$ cat src/rtl/wb16_pkg.sv
// Shared types for the 16-bit Wishbone arbiter.
// Cycle/burst type aliases and arbitration mode.
package wb16_pkg;

  typedef logic [2:0] cti_t;
  typedef logic [1:0] bte_t;

  typedef enum logic {
    RR    = 1'b0,
    FIXED = 1'b1
  } arb_mode_t;

  typedef enum logic {
    IDLE  = 1'b0,
    OWNED = 1'b1
  } arb_state_t;

  localparam cti_t CTI_CLASSIC = 3'b000;
  localparam cti_t CTI_INCR    = 3'b010;
  localparam cti_t CTI_EOB     = 3'b111;

endpackage

$ cat src/rtl/wb16_rr_pick.sv
// Rotating-priority picker: first request at or after ptr wins.
// ptr of zero gives plain lowest-index priority.
module wb16_rr_pick #(
  parameter int NM = 4,
  parameter int PW = $clog2(NM)
) (
  input  logic [NM-1:0] req,
  input  logic [PW-1:0] ptr,
  output logic [NM-1:0] win,
  output logic [PW-1:0] win_idx,
  output logic          any
);

  function automatic logic [PW-1:0] wrap(
    input logic [PW-1:0] p,
    input int            i
  );
    int s;
    s = int'(p) + i;
    if (s >= NM) s = s - NM;
    return PW'(s);
  endfunction

  logic found;

  always_comb begin
    win     = '0;
    win_idx = '0;
    found   = 1'b0;
    for (int i = 0; i < NM; i++) begin
      if (!found && req[wrap(ptr, i)]) begin
        found              = 1'b1;
        win[wrap(ptr, i)]  = 1'b1;
        win_idx            = wrap(ptr, i);
      end
    end
  end

  assign any = |req;

endmodule

$ cat src/rtl/wb16_arbiter.sv
// N-master Wishbone arbiter with whole-cycle grants and
// a stall watchdog that faults a silent slave.
module wb16_arbiter
  import wb16_pkg::*;
#(
  parameter int        NM         = 4,
  parameter int        DATA_BYTES = 2,
  parameter int        ADDR_W     = 32,
  parameter int        TIMEOUT    = 255,
  parameter arb_mode_t MODE       = RR
) (
  input  logic                       clk,
  input  logic                       rst_n,
  input  logic [NM-1:0]              s_cyc,
  input  logic [NM-1:0]              s_stb,
  input  logic [NM-1:0]              s_we,
  input  logic [NM*ADDR_W-1:0]       s_adr,
  input  logic [NM*8*DATA_BYTES-1:0] s_dat_ms,
  input  logic [NM*DATA_BYTES-1:0]   s_sel,
  input  logic [NM*3-1:0]            s_cti,
  input  logic [NM*2-1:0]            s_bte,
  output logic [NM-1:0]              s_ack,
  output logic [NM-1:0]              s_err,
  output logic [NM*8*DATA_BYTES-1:0] s_dat_sm,
  output logic                       m_cyc,
  output logic                       m_stb,
  output logic                       m_we,
  output logic [ADDR_W-1:0]          m_adr,
  output logic [8*DATA_BYTES-1:0]    m_dat_ms,
  output logic [DATA_BYTES-1:0]      m_sel,
  output cti_t                       m_cti,
  output bte_t                       m_bte,
  input  logic                       m_ack,
  input  logic                       m_err,
  input  logic [8*DATA_BYTES-1:0]    m_dat_sm,
  output logic [NM-1:0]              gnt
);

  localparam int DW = 8 * DATA_BYTES;
  localparam int PW = $clog2(NM);
  localparam int CW = $clog2(TIMEOUT + 1);
  localparam logic [CW-1:0] T_LAST = CW'(TIMEOUT - 1);
  localparam logic [CW-1:0] T_MAX  = CW'(TIMEOUT);

  arb_state_t    state, state_nx;
  logic [NM-1:0] gnt_nx;
  logic [PW-1:0] last_w, last_nx;
  logic [CW-1:0] cnt, cnt_nx;

  logic [NM-1:0] pick_win;
  logic [PW-1:0] pick_idx;
  logic          pick_any;
  logic [PW-1:0] ptr;

  logic              cyc_g, stb_g, we_g;
  logic [ADDR_W-1:0] adr_g;
  logic [DW-1:0]     dat_g;
  logic [DATA_BYTES-1:0] sel_g;
  cti_t              cti_g;
  bte_t              bte_g;
  logic              stall, tmo;

  // FIXED always searches from master 0
  always_comb begin
    if (MODE == FIXED)
      ptr = '0;
    else if (last_w == PW'(NM - 1))
      ptr = '0;
    else
      ptr = last_w + 1'b1;
  end

  wb16_rr_pick #(
    .NM (NM),
    .PW (PW)
  ) u_pick (
    .req     (s_cyc),
    .ptr     (ptr),
    .win     (pick_win),
    .win_idx (pick_idx),
    .any     (pick_any)
  );

  always_comb begin
    cyc_g = 1'b0;
    stb_g = 1'b0;
    we_g  = 1'b0;
    adr_g = '0;
    dat_g = '0;
    sel_g = '0;
    cti_g = '0;
    bte_g = '0;
    for (int i = 0; i < NM; i++) begin
      if (gnt[i]) begin
        cyc_g = s_cyc[i];
        stb_g = s_stb[i];
        we_g  = s_we[i];
        adr_g = s_adr[i*ADDR_W +: ADDR_W];
        dat_g = s_dat_ms[i*DW +: DW];
        sel_g = s_sel[i*DATA_BYTES +: DATA_BYTES];
        cti_g = s_cti[i*3 +: 3];
        bte_g = s_bte[i*2 +: 2];
      end
    end
  end

  assign stall = (state == OWNED) & cyc_g & stb_g
               & ~m_ack & ~m_err;
  assign tmo   = stall & (cnt == T_LAST);

  assign m_cyc    = cyc_g & ~tmo;
  assign m_stb    = stb_g & ~tmo;
  assign m_we     = we_g;
  assign m_adr    = adr_g;
  assign m_dat_ms = dat_g;
  assign m_sel    = sel_g;
  assign m_cti    = cti_g;
  assign m_bte    = bte_g;

  assign s_ack = gnt & {NM{m_ack}};
  assign s_err = gnt & {NM{m_err | tmo}};

  always_comb begin
    s_dat_sm = '0;
    for (int i = 0; i < NM; i++) begin
      if (gnt[i]) s_dat_sm[i*DW +: DW] = m_dat_sm;
    end
  end

  always_comb begin
    state_nx = state;
    gnt_nx   = gnt;
    last_nx  = last_w;
    cnt_nx   = '0;
    unique case (state)
      IDLE: begin
        if (pick_any) begin
          state_nx = OWNED;
          gnt_nx   = pick_win;
          last_nx  = pick_idx;
        end
      end
      OWNED: begin
        if (!cyc_g || tmo) begin
          state_nx = IDLE;
          gnt_nx   = '0;
        end else if (stall) begin
          cnt_nx = (cnt == T_MAX) ? cnt : cnt + 1'b1;
        end else if (!(m_ack | m_err)) begin
          cnt_nx = cnt;
        end
      end
    endcase
  end

  always_ff @(posedge clk or negedge rst_n) begin
    if (!rst_n) begin
      state  <= IDLE;
      gnt    <= '0;
      last_w <= PW'(NM - 1);
      cnt    <= '0;
    end else begin
      state  <= state_nx;
      gnt    <= gnt_nx;
      last_w <= last_nx;
      cnt    <= cnt_nx;
    end
  end

endmodule

$ cat config.mk
export PLATFORM = sky130hd
export DESIGN_NAME = wb16_arbiter
export DESIGN_NICKNAME = d
export VERILOG_FILES = /design/src/rtl/wb16_pkg.sv /design/src/rtl/wb16_rr_pick.sv /design/src/rtl/wb16_arbiter.sv
export SDC_FILE = /design/constraint.sdc
export NUM_CORES = 1
export LEC_CHECK = 0
export ABC_CLOCK_PERIOD_IN_PS = 3400
export BUFFER_PORTS_ARGS = -buffer_cell sky130_fd_sc_hd__buf_2
export CAP_MARGIN = 20
export CORE_AREA = 4 4 147 149
export CTS_BUF_LIST = sky130_fd_sc_hd__clkbuf_2
export DETAILED_ROUTE_END_ITERATION = 8
export DIE_AREA = 0 0 151 153
export HOLD_SLACK_MARGIN = 0.1
export PLACE_DENSITY_LB_ADDON = 0.25
export SYNTH_ARGS = -nofsm -noshare
export SYNTH_HDL_FRONTEND = slang
export SYNTH_SLANG_ARGS = --single-unit
$ cat constraint.sdc
create_clock -name clk -period 3.4 [get_ports clk]
set_input_delay 0.17 -clock clk [delete_from_list [all_inputs] [get_ports clk]]
set_output_delay 0.17 -clock clk [all_outputs]
set_load 0.01 [all_outputs]
## Word level (Yosys, flattened, before mapping)

Index checks and enable logic that the tools add are counted.

- RAM bits: 0
- Input port bits: 252
- Memories: 0
- Logic and storage cells: 153
- Bits in registers: 15
- Output and inout bits: 134
- Latch bits: 0
- Bits in read-only memories: 0

- Eq/ne operators: 7
- Shift-type cells: 0
- Magnitude comparators: 16
- Bitwise operators: 18
- Divide/modulo/power cells: 0
- Reductions and logical operators: 16
- Multipliers: 0
- Add/subtract/negate cells: 9
- Multiplexer cells: 83

Operators by type and width:

| cell | number |
|---|---|
| $mux 16 | 8 |
| $mux 32 | 4 |
| $mux 2 | 21 |
| $mux 8 | 5 |
| $mux 1 | 25 |
| $lt 2x3->1 const B | 8 |
| $mux 4 | 6 |
| $eq 8x8->1 const B | 2 |
| $mux 3 | 4 |
| $or 4x4->4 | 3 |
| $ge 3x3->1 const B | 3 |
| $add 8x1->8 const B | 1 |
| $and 4x4->4 | 2 |
| $bmux 1 s2 | 4 |
| $demux 1 s2 | 4 |
| $ge 2x1->1 const B | 4 |
| $pmux 4 s2 | 1 |
| $sub 2x1->2 const B | 4 |
| $and 1x1->1 | 7 |
| $logic_and 1x1->1 | 7 |
| $add 2x2->3 const B | 2 |
| $reduce_and 2->1 | 3 |
| $logic_not 1->1 | 4 |
| $ne 4x1->1 const B | 1 |
| other kinds (12) | 16 |

## Depth between registers and ports, before layout

- Depth in word-level cells: 24
- Mapped depth: 9
- Gate-level depth less buffers: 7

## Modules after synthesis

A second synthesis with hierarchy kept.

- Cell total of the unflattened synthesis: 547
- Area, all modules: 3372.0 um^2

By module, submodules not included:

| module | times used | cells each | sequential area each (um^2) | area an instance (um^2) |
|---|---|---|---|---|
| wb16_arbiter | 1 | 500 | 377.9 | 2945.3 |
| wb16_rr_pick | 1 | 47 | 0.0 | 426.7 |

## Least setup slack after synthesis

OpenSTA, ideal clock, no wires.

- Path type: register -> register
- From: register last_w[0]
- To: register gnt[2]
- Required time: 3.335 ns
- Setup time: 0.065 ns
- Setup slack: 0.817 ns
- Buffers on the path: 1
- Cell stages (with the launch flop): 9
- Data arrival time: 2.517 ns
- Period minus slack after synthesis: 2.583 ns
- Cell sequence: dfstp_2 > buf_2 > inv_1 > ha_1 > inv_1 > mux4_2 > or4_1 > a21oi_1 > a2111o_1

- Cells in the longest elaborated chain, start to end: 18
- Elaborated cells on any way between the ends: 68
- Classes of those cells: 8 x add/sub; 12 x order compare; 1 x eq/ne; 34 x mux; 3 x bitwise; 10 x reduce/logical

Ends and longest elaborated chain:

| element | RTL line | source |
|---|---|---|
| start, declared | wb16_arbiter.sv:47 | `logic [PW-1:0] last_w, last_nx;` |
| start signal, assigned | wb16_arbiter.sv:160 | `last_w <= PW'(NM - 1);` |
| start signal, assigned | wb16_arbiter.sv:165 | `last_w <= last_nx;` |
| $add 2x1->2 / $eq 2x2->1 (equally long branches) | wb16_arbiter.sv:70, wb16_arbiter.sv:67 |  |
| $mux 2 (*) | wb16_arbiter.sv:67 | `else if (last_w == PW'(NM - 1))` |
| $add 2x1->3 (tied with other cells) | wb16_rr_pick.sv:19 | `s = int'(p) + i;` |
| $ge 3x3->1 (tied with other cells) | wb16_rr_pick.sv:20 | `if (s >= NM) s = s - NM;` |
| $mux 2 (tied with other cells) | wb16_rr_pick.sv:20 |  |
| $mux 2 (tied with other cells) | wb16_rr_pick.sv:31 | `if (!found && req[wrap(ptr, i)]) begin` |
| $lt 2x3->1 (not written as such) (tied with other cells) | wb16_rr_pick.sv:33 | `win[wrap(ptr, i)] = 1'b1;` |
| $logic_and 1x1->1 (not written as such) (tied with other cells) | wb16_rr_pick.sv:33 |  |
| (+2 left out) | - |  |
| $or 4x4->4 (no line) / $logic_not 1->1 (equally long branches) | - |  |
| $mux 4 / $logic_and 1x1->1 (equally long branches) | wb16_rr_pick.sv:31 |  |
| $or 4x4->4 (no line) / $mux 1 (equally long branches) | - |  |
| $mux 4 / $logic_not 1->1 (equally long branches) | wb16_rr_pick.sv:31 |  |
| $or 4x4->4 (no line) / $logic_and 1x1->1 (equally long branches) | - |  |
| $mux 4 (*) | wb16_rr_pick.sv:31 |  |
| $mux 4 (*) | wb16_arbiter.sv:137 | `if (pick_any) begin` |
| $pmux 4 s2 (*) | wb16_arbiter.sv:135 | `unique case (state)` |
| end signal, assigned | wb16_arbiter.sv:164 | `gnt <= gnt_nx;` |
| end, declared | wb16_arbiter.sv:36 | `output logic [NM-1:0] gnt` |

Mark *: on every way between the ends. The rest lies on a longest branch, timed or not. The select of a mux whose other input is x is not followed.
A chain may end at the register's enable or synchronous reset.

## Final worst setup path

Same ends and word-level chain as after synthesis.

==> flow_summary.json <==
{
  "ys_ff_latch": 15,
  "drive_above_1_share": 0.454,
  "crit_arrival_ns": 3.07,
  "nFillCells": 2303,
  "hold_class": "in2reg",
  "hold_slack_ns": 0.208,
  "synthCells": 581,
  "dp_slack_ns": 0.633,
  "dieWidth_microns": 151,
  "antenna_found_initial": 3,
  "drcViolationCount": 0,
  "crit_path_end_kind": "register",
  "start_util": 0.180,
  "syn2layout_area_growth_pct": 59.4,
  "vias": 5463,
  "yosys.area_share.simple": 0.355,
  "synth-xor-area-share": 0,
  "first_global_vias": 4817,
  "syn_nets": 843,
  "hold_violations": 0,
  "wl_microns": 19600,
  "fp.dieH_microns": 153,
  "drt_iter0_drc": 376,
  "tritoncts": "yes",
  "nNetsFinal": 1189,
  "status": "complete, no violations",
  "dr.pass1.iters": 7,
  "fin_crit_ns": 2.81,
  "grt_setup_unrepaired": "no",
  "p_leak_nw": 3.10,
  "cp.required_ns": 3.65,
  "synth_cell_type_count": 59,
  "wire_per_inst_microns": 16.3,
  "cts_max_level": 1,
  "vias_per_cell": 4.56,
  "dp_hpwl_microns": 15700,
  "yosysWarnings": 0,
  "irDropWorstVdd_mv": 0.169,
  "yosys.area_share.adder": 0.0344,
  "finalSetupTns_ns": 0,
  "crit_fanout": 13,
  "cts_setup_buffers": 0,
  "ioPinCount": 386,
  "min_period_over_period": 0.827,
  "routabilityCongestion": 0.914,
  "io_buffers": 385,
  "layout_setup_ws_ns": 0.587,
  "grt-ovfl-total": 0,
  "cts_made_buffers": 3,
  "worstSetupStartpointType": "register",
  "fmax_ghz": 0.356,
  "setup_violations": 0,
  "grt_pass1_wl_microns": 28000,
  "synth_top_family_by_area": "compound AO/OA/AOI/OAI gates",
  "groute.usage.overall": 0.150,
  "core_sq_mm": 0.0202,
  "synth-main-ff-cell": "dfrtp_1",
  "maxCapViolCount": 0,
  "slew_headroom": 0.367,
  "synth_commonest_cells": "70 x a21oi_1, 70 x and2_1, 69 x nand2_1, 69 x nor2_1, 67 x o21ai_0",
  "root_buffer": "clkbuf_2",
  "synth_largest_area_cell": "and2_1",
  "synth-seq-area-share": 0.104,
  "power.density_mw_per_mm2": 441,
  "synthArstFlopShare": 1.00,
  "synth_edf_count": 0,
  "die-area_sq_mm": 0.0231,
  "yosys-top-cells-area": "and2_1 12%, a22oi_1 11%, a21oi_1 9.6%",
  "p_total_mw": 2.55,
  "clk-insertion-delay-late_ns": 0.30,
  "grt_max_degree": 108,
  "synthesis.area_sq_mm": 0.00363,
  "rows": 52,
  "cts.clk_slew.worst_paths_ns": 0.18,
  "fin_worst_skew_ns": 0.00813,
  "maxSlewViolCount": 0,
  "cts-resized-gates": 0,
  "synth_compound_gate_area_share": 0.397,
  "cts_hold_buf": 1,
  "yosys.area.top_type_share": 0.121,
  "muxShareOfSynthArea": 0.0300,
  "criticalPathCategory": "reg2reg",
  "ant_nets": 0,
  "clock_sinks": 15,
  "syn_avg_cell_area_sq_um": 6.25,
  "tightest_slew_ns": 0.949,
  "cts_buffer_depth": 2
}
==> registers in the layout, indices dropped and copies added, names as in the netlist <==
signal and count:
state 1, last_w 2, gnt 4, cnt 8
==> cells by family after synthesis <==
logic type | count (synthesis)
buf+inv | 68
mux | 5
simple gates | 256
compound gates | 227
fa+ha+maj | 10
flops | 15
==> power by group <==
| group | internal (mW) | total (mW) | switching, mW |
|---|---|---|---|
| Clock | 0.0312 | 0.0972 | 0.0661 |
| Combinational | 0.881 | 2.13 | 1.25 |
| Sequential | 0.223 | 0.325 | 0.102 |
| Total | 1.14 | 2.55 | 1.42 |
==> worst paths after layout <==
path,from,to,slack (ns),cells after the start
setup / recovery,last_w[0],gnt[2],0.59,6
hold / removal,m_err,cnt[2],0.21,4
setup reg to reg,last_w[0],gnt[2],0.59,6
hold reg to reg,cnt[5],cnt[5],0.52,1
max in group asynchronous,rst_n,last_w[0],2.79,2
min in group asynchronous,rst_n,state,0.30,2
==> critical path, stage by stage (launching register included) <==
cell and delay (ns):
dfstp_2 0.48, ha_1 0.35, nor2_1 0.65, mux4_2 0.51
or4_1 0.52, a21oi_1 0.13, a2111o_1 0.11
==> final cells by class <==
| cell class | instances | area, sq um | area share |
|---|---|---|---|
| Multi-Input combinational cell | 498 | 2970 | 0.513 |
| Inverter | 14 | 52.6 | 0.00907 |
| Sequential cell | 15 | 387 | 0.0667 |
| Tap cell | 270 | 338 | 0.0583 |
| Timing Repair Buffer | 395 | 2020 | 0.348 |
| Antenna cell | 2 | 5.00 | 0.000864 |
| Clock buffer | 4 | 20.0 | 0.00346 |
==> placed cells by master (no fill, tap or decap), drive strengths merged, types with 2 or more instances in the layout <==
cell type / synthesis / layout
and2: 70 / 70
nand3: 13 / 13
o21ai: 68 / 68
clkbuf: 32 / 4
nand2: 69 / 69
a21o: 2 / 2
nand3b: 4 / 4
buf: 22 / 394
diode: 0 / 2
o221ai: 2 / 2
nor3b: 2 / 2
a21oi: 70 / 70
dfrtp: 13 / 13
a211o: 4 / 4
o211ai: 3 / 3
or4: 2 / 2
nand4: 2 / 2
mux4: 4 / 4
a211oi: 3 / 3
o31ai: 4 / 4
and4: 3 / 3
nor2: 69 / 69
ha: 10 / 10
dfstp: 2 / 2
and3: 3 / 3
inv: 14 / 14
o41ai: 3 / 3
a31oi: 2 / 2
nor3: 4 / 4
or2: 2 / 2
nor2b: 8 / 8
a22oi: 55 / 55
==> layer usage <==
metal / vias up / part of all wire / track usage / wire [microns]
met5: - / 0.00036 / 0 / 7
met4: 2 / 0.015 / 0.0320 / 284
met3: 22 / 0.083 / 0.0216 / 1620
met2: 220 / 0.51 / 0.272 / 9940
met1: 2449 / 0.39 / 0.185 / 7700
li1: 2770 / - / - / -
==> through the flow <==
stage | instance area [sq um] | cells | util
2_1_floorplan | 3630 | 581 | -
3_3_place_gp | 5760 | 1191 | 0.285
3_5_place_dp | 5760 | 1191 | 0.285
4_1_cts | 5790 | 1196 | 0.287
5_1_grt | 5790 | 1198 | 0.287
6_report | 5790 | 1198 | 0.287
Note: power is estimated with default switching activity, not from simulation.
